**config.mk**
```make
export PLATFORM = sky130hd
export DESIGN_NAME = sht40_convert
export DESIGN_NICKNAME = d
export VERILOG_FILES = /design/src/rtl/sht40_convert.sv
export SDC_FILE = /design/constraint.sdc
export NUM_CORES = 1
export LEC_CHECK = 0
export BUFFER_PORTS_ARGS = -buffer_cell sky130_fd_sc_hd__clkbuf_2
export CAP_MARGIN = 20
export CORE_AREA = 10 10 99 189
export DETAILED_ROUTE_END_ITERATION = 12
export DIE_AREA = 0 0 109 199
export PLACE_DENSITY = 0.75
export SLEW_MARGIN = 20
export SYNTH_ARGS = -nofsm -noshare
export SYNTH_HDL_FRONTEND = slang
export SYNTH_SLANG_ARGS = --single-unit
```
**constraint.sdc**
```tcl
create_clock -name clk -period 3.2 [get_ports clk]
set_input_delay 0.48 -clock clk [delete_from_list [all_inputs] [get_ports clk]]
set_output_delay 0.48 -clock clk [all_outputs]
set_load 0.03 [all_outputs]
```
**src/rtl/sht40_convert.sv**
```systemverilog
// Converts raw SHT40 temperature/humidity words to centi-units with one shared shift-add multiplier.
// Define SHT40_CONVERT_AVG_EN to output a running mean of the last 4 results per channel.
module sht40_convert #(
  parameter int T_SCALE   = 17500,
  parameter int T_OFFSET  = 4500,
  parameter int RH_SCALE  = 12500,
  parameter int RH_OFFSET = 600,
  parameter int RH_MAX    = 10000
) (
  input  logic        clk,
  input  logic        rst_n,
  input  logic [15:0] Temperature_Output,
  input  logic [15:0] Humidity_Output,
  input  logic        Temp_Ready_Out,
  input  logic        RH_Ready_Out,
  output logic [15:0] Temp_Centi,
  output logic [15:0] RH_Centi,
  output logic        Temp_Valid,
  output logic        RH_Valid,
  output logic        Conv_Busy
);

`ifdef SHT40_CONVERT_AVG_EN
  typedef enum logic [2:0] {IDLE, MUL, ADJ, AVG, OUT} state_t;
`else
  typedef enum logic [1:0] {IDLE, MUL, ADJ, OUT} state_t;
`endif

  state_t      state;
  logic        t_hist, rh_hist, t_pend, rh_pend;
  logic [15:0] t_hold, rh_hold;
  logic        ch;            // 0 = temperature, 1 = humidity
  logic [15:0] op;
  logic [31:0] mcand, acc;
  logic [3:0]  cnt;
  logic [15:0] res;

  logic t_rise, rh_rise, t_start, rh_start;
  assign t_rise   = Temp_Ready_Out & ~t_hist;
  assign rh_rise  = RH_Ready_Out & ~rh_hist;
  assign t_start  = (state == IDLE) & t_pend;
  assign rh_start = (state == IDLE) & ~t_pend & rh_pend;

  logic signed [17:0] diff;
  logic [15:0]        adj_val;
  always_comb begin
    diff    = $signed({2'b00, acc[31:16]}) - (ch ? 18'(RH_OFFSET) : 18'(T_OFFSET));
    adj_val = diff[15:0];
    if (ch) begin
      if (diff < 18'sd0)                adj_val = 16'd0;
      else if (diff > 18'(RH_MAX))      adj_val = 16'(RH_MAX);
    end
  end

`ifdef SHT40_CONVERT_AVG_EN
  // Three previous results per channel; with the fresh result they form the 4-deep window.
  logic [2:0][15:0]   t_hq, rh_hq;
  logic [2:0]         t_fill, rh_fill;
  logic signed [17:0] t_sum;
  logic [17:0]        rh_sum;
  always_comb begin
    t_sum  = $signed({{2{res[15]}}, res}) + $signed({{2{t_hq[0][15]}}, t_hq[0]})
           + $signed({{2{t_hq[1][15]}}, t_hq[1]}) + $signed({{2{t_hq[2][15]}}, t_hq[2]});
    rh_sum = {2'b00, res} + {2'b00, rh_hq[0]} + {2'b00, rh_hq[1]} + {2'b00, rh_hq[2]};
  end
`endif

  always_ff @(posedge clk) begin
    if (!rst_n) begin
      state      <= IDLE;
      t_hist     <= 1'b1;
      rh_hist    <= 1'b1;
      t_pend     <= 1'b0;
      rh_pend    <= 1'b0;
      t_hold     <= '0;
      rh_hold    <= '0;
      ch         <= 1'b0;
      op         <= '0;
      mcand      <= '0;
      acc        <= '0;
      cnt        <= '0;
      res        <= '0;
      Temp_Centi <= '0;
      RH_Centi   <= '0;
      Temp_Valid <= 1'b0;
      RH_Valid   <= 1'b0;
      Conv_Busy  <= 1'b0;
`ifdef SHT40_CONVERT_AVG_EN
      t_hq       <= '0;
      rh_hq      <= '0;
      t_fill     <= '0;
      rh_fill    <= '0;
`endif
    end else begin
      t_hist     <= Temp_Ready_Out;
      rh_hist    <= RH_Ready_Out;
      Temp_Valid <= 1'b0;
      RH_Valid   <= 1'b0;
      if (t_rise)  t_hold  <= Temperature_Output;
      if (rh_rise) rh_hold <= Humidity_Output;
      // A fresh edge on the starting channel's input re-arms it with the newer word.
      t_pend  <= t_rise  | (t_pend  & ~t_start);
      rh_pend <= rh_rise | (rh_pend & ~rh_start);
      case (state)
        IDLE: begin
          if (t_start || rh_start) begin
            ch        <= rh_start;
            op        <= t_start ? t_hold : rh_hold;
            mcand     <= t_start ? 32'(T_SCALE) : 32'(RH_SCALE);
            acc       <= '0;
            cnt       <= '0;
            Conv_Busy <= 1'b1;
            state     <= MUL;
          end
        end
        MUL: begin
          if (op[0]) acc <= acc + mcand;
          op    <= op >> 1;
          mcand <= mcand << 1;
          cnt   <= cnt + 4'd1;
          if (cnt == 4'd15) state <= ADJ;
        end
        ADJ: begin
          res <= adj_val;
`ifdef SHT40_CONVERT_AVG_EN
          state <= AVG;
`else
          state <= OUT;
`endif
        end
`ifdef SHT40_CONVERT_AVG_EN
        AVG: begin
          if (!ch) begin
            t_hq   <= {t_hq[1:0], res};
            t_fill <= (t_fill == 3'd4) ? 3'd4 : t_fill + 3'd1;
            res    <= t_sum[17:2];
          end else begin
            rh_hq   <= {rh_hq[1:0], res};
            rh_fill <= (rh_fill == 3'd4) ? 3'd4 : rh_fill + 3'd1;
            res     <= rh_sum[17:2];
          end
          state <= OUT;
        end
        OUT: begin
          if (!ch && t_fill == 3'd4) begin
            Temp_Centi <= res;
            Temp_Valid <= 1'b1;
          end
          if (ch && rh_fill == 3'd4) begin
            RH_Centi <= res;
            RH_Valid <= 1'b1;
          end
          Conv_Busy <= 1'b0;
          state     <= IDLE;
        end
`else
        OUT: begin
          if (!ch) begin
            Temp_Centi <= res;
            Temp_Valid <= 1'b1;
          end else begin
            RH_Centi <= res;
            RH_Valid <= 1'b1;
          end
          Conv_Busy <= 1'b0;
          state     <= IDLE;
        end
`endif
        default: state <= IDLE;
      endcase
    end
  end

endmodule

```
==> results.py <==
metrics = {
    "hold_path": {
        "hold_path_class": "in2reg",
    },
    "timing": {
        "layout_min_cycle_time_ns": 2.988,
        "skew_ns": 0.009536,
        "setup_slack_ns": 0.2119,
        "period_share_pct": 93.38,
        "fmax_mhz": 334.7,
        "slew_headroom_pct": 52.47,
        "rsz0062_at_grt": "false",
        "worstMarginPinSlew_ns": 0.7104,
        "maxSlewViolCount": 0,
        "finalSetupTns_ns": 0,
        "hold_viol": 0,
        "setup_viol": 0,
    },
    "detailed_routing": {
        "drt_wl_total_mm": 21.30,
        "drc": 0,
        "drt_iter0_drc": 403,
        "wl_per_cell_um": 16.42,
        "via_per_inst": 5.687,
        "final_antenna_net_count": 0,
        "vias": 7376,
        "first_pass_iters": 7,
    },
    "floorplanning": {
        "coreArea_um2": 15700,
        "fp.dieH_um": 199,
        "ios": 71,
        "num_rows": 65,
        "die_x_um": 109,
        "initial_core_util_pct": 53.15,
        "die_area_um2": 21690,
    },
    "global_routing": {
        "grt_pass1_wl_mm": 35.39,
        "grt_pass1_vias": 7749,
        "grt_remaining_overflow": 0,
        "track_usage_pct": 20.21,
        "antenna_found_initial": 0,
        "grt_max_degree": 139,
    },
    "synthesis": {
        "yosysTopAreaCellShare_pct": 40.79,
        "syn-cell-area_um2": 8343,
        "yosysMostFrequentCell": "nand2_1",
        "synthFlopType": "dfxtp_1",
        "synth_seq_area_share_pct": 40.79,
        "ys_async_sr_fraction_pct": 0,
        "synth_cell_types": 65,
        "synth_nets": 1116,
        "synth_commonest_cells": "nand2_1 (213), dfxtp_1 (170), a21oi_1 (129)",
        "synth-seq-cells": 170,
        "synth_area_leaders": "dfxtp_1 (41%), nand2_1 (9.6%), a21oi_1 (7.7%)",
        "yosys_warnings": 0,
        "yosys.area.top_type": "dfxtp_1",
        "synth_cells": 1036,
        "synth_edf_count": 0,
        "syn_avg_cell_area_um2": 8.053,
    },
    "place": {
        "pre_cts_ws_ns": 0.2162,
        "port-buffer-count": 70,
        "gp_congestion": 0.9585,
        "dp_hpwl_mm": 15.33,
    },
    "clock_tree": {
        "cts_buffers": 17,
        "cts_setup_buffers": 0,
        "clock_sinks": 170,
        "cts_tree": "done",
        "root_buffer": "clkbuf_16",
        "clk_pin_slew_worst_paths_ns": 0.07,
        "clk_latency_ns": 0.44,
        "htreeDepth": 4,
        "ctsLongestPathBuffers": 2,
    },
    "worst_setup_path": {
        "cp_max_fo": 11,
        "path_cells": "inv_1 > ha_1 > fa_1 > nor2b_4 > o21a_4 > o31ai_4 > a31oi_1 > nor3_1 > or2b_1 > o211ai_1 > a31oi_2 > buf_4 > a32o_1",
        "cp-start-kind": "flop",
        "critical_path_class": "reg2reg",
        "end_kind": "flop",
        "required_ns": 3.53,
        "crit_arrival_ns": 3.32,
        "max_stage_delay_ns": 0.44,
        "crit_slowest_cell": "fa_1",
    },
    "status": {
        "status": "complete, no violations",
    },
    "final_layout": {
        "nets": 1165,
        "area_delta_synth_final_pct": 13.78,
        "seq_area_um2": 3403,
        "drive_above_1_share_pct": 12.77,
        "diodes": 0,
        "n_fill_cell": 1384,
        "multi_input_area_um2": 4619,
    },
    "flow_run": {
        "cap_violations": 0,
    },
    "power_and_ir_drop": {
        "ir_drop_mv": 0.4476,
        "p_per_area_nw_per_um2": 593.8,
        "p_leak_nw": 3.879,
    },
}
==> placed cells by master, fill, tap and decap left out, types with 17 or more instances in the layout <==
master,netlist,final
inv_1,24,23
a22oi_1,37,37
nand2_1,213,213
ha_1,42,42
mux2i_1,19,19
dfxtp_1,170,170
o21ai_0,44,44
clkbuf_2,0,70
clkbuf_16,0,17
xnor2_1,18,18
nor3_1,21,21
nor2_1,93,93
a21oi_1,129,129
buf_4,0,17
==> final cells by class <==
type	instances	area share, %
Clock buffer	17	4.481
Clock inverter	13	1.924
Tap cell	201	2.649
Multi-Input combinational cell	783	48.66
Timing Repair Buffer	89	5.457
Sequential cell	170	35.85
Inverter	24	0.9754
==> final timing paths <==
check                             start              to  slack [ns]  cells past startpoint
setup / recovery                acc[18]          res[7]        0.21                     13
hold / removal    Temperature_Output[5]       t_hold[5]        0.26                      3
setup reg to reg                acc[18]          res[7]        0.21                     13
hold reg to reg          Temp_Centi[15]  Temp_Centi[15]        0.45                      2
==> logic make-up after synthesis <==
family          share of synthesized area, %
simple gates                           19.75
buf+inv                                4.124
flops                                  40.79
mux                                    2.280
fa+ha+maj                              6.779
compound gates                         23.13
xor+xnor                               3.149
==> routing by layer <==
| layer | wire (µm) | global-route usage [%] |
|---|---|---|
| met5 | 0 | 0 |
| met4 | 1090 | 13.79 |
| met3 | 629 | 3.533 |
| met2 | 11830 | 37.78 |
| met1 | 7752 | 19.00 |
==> flip-flops by register name, summed over array words and instances (netlist names) <==
signal      flops
RH_Valid        1
acc            30
Temp_Centi     16
rh_pend         1
RH_Centi       16
t_pend          1
res            16
op             16
Conv_Busy       1
t_hold         16
rh_hist         1
ch              1
rh_hold        16
Temp_Valid      1
cnt             4
t_hist          1
state           2
mcand          30
==> power by group <==
part	internal, mW	switching, mW	leakage, nW	total [mW]
logic	0.376	0.767	2.21	1.14
registers	2.23	0.101	1.37	2.33
clock network	1.25	0.913	0.298	2.16
total	3.86	1.78	3.88	5.64
==> through the flow <==
step           util (%)  instance area (µm²)  instances  hold slack (ns)  power [mW]
3_5_place_dp      56.52                 8872       1267           0.4463       3.515
4_1_cts           60.40                 9480       1297           0.2474       5.670
6_report          60.48                 9493       1297           0.2553       5.637
3_3_place_gp      56.52                 8872       1267           0.4413       3.500
2_1_floorplan         -                 8343       1036           0.4291       3.119
5_1_grt           60.48                 9493       1297           0.2544       5.897
==> worst max-delay path, delay by kind of cell, from the launching register on <==
kind                     cells  cell delay (ns)
flip-flops                   1             0.35
adder cells (fa/ha/maj)      2             0.64
AND/OR/NAND/NOR              3             0.56
buffers and inverters        2             0.25
AO/OA/AOI/OAI                6             1.07
==> repair_timing <==
item	in CTS	in global routing
endpoints found under the setup margin	0	3
resized for setup	0	2
hold buffers	0	0
hold endpoints to repair	0	0
Note: power is estimated with default switching activity, not from simulation.
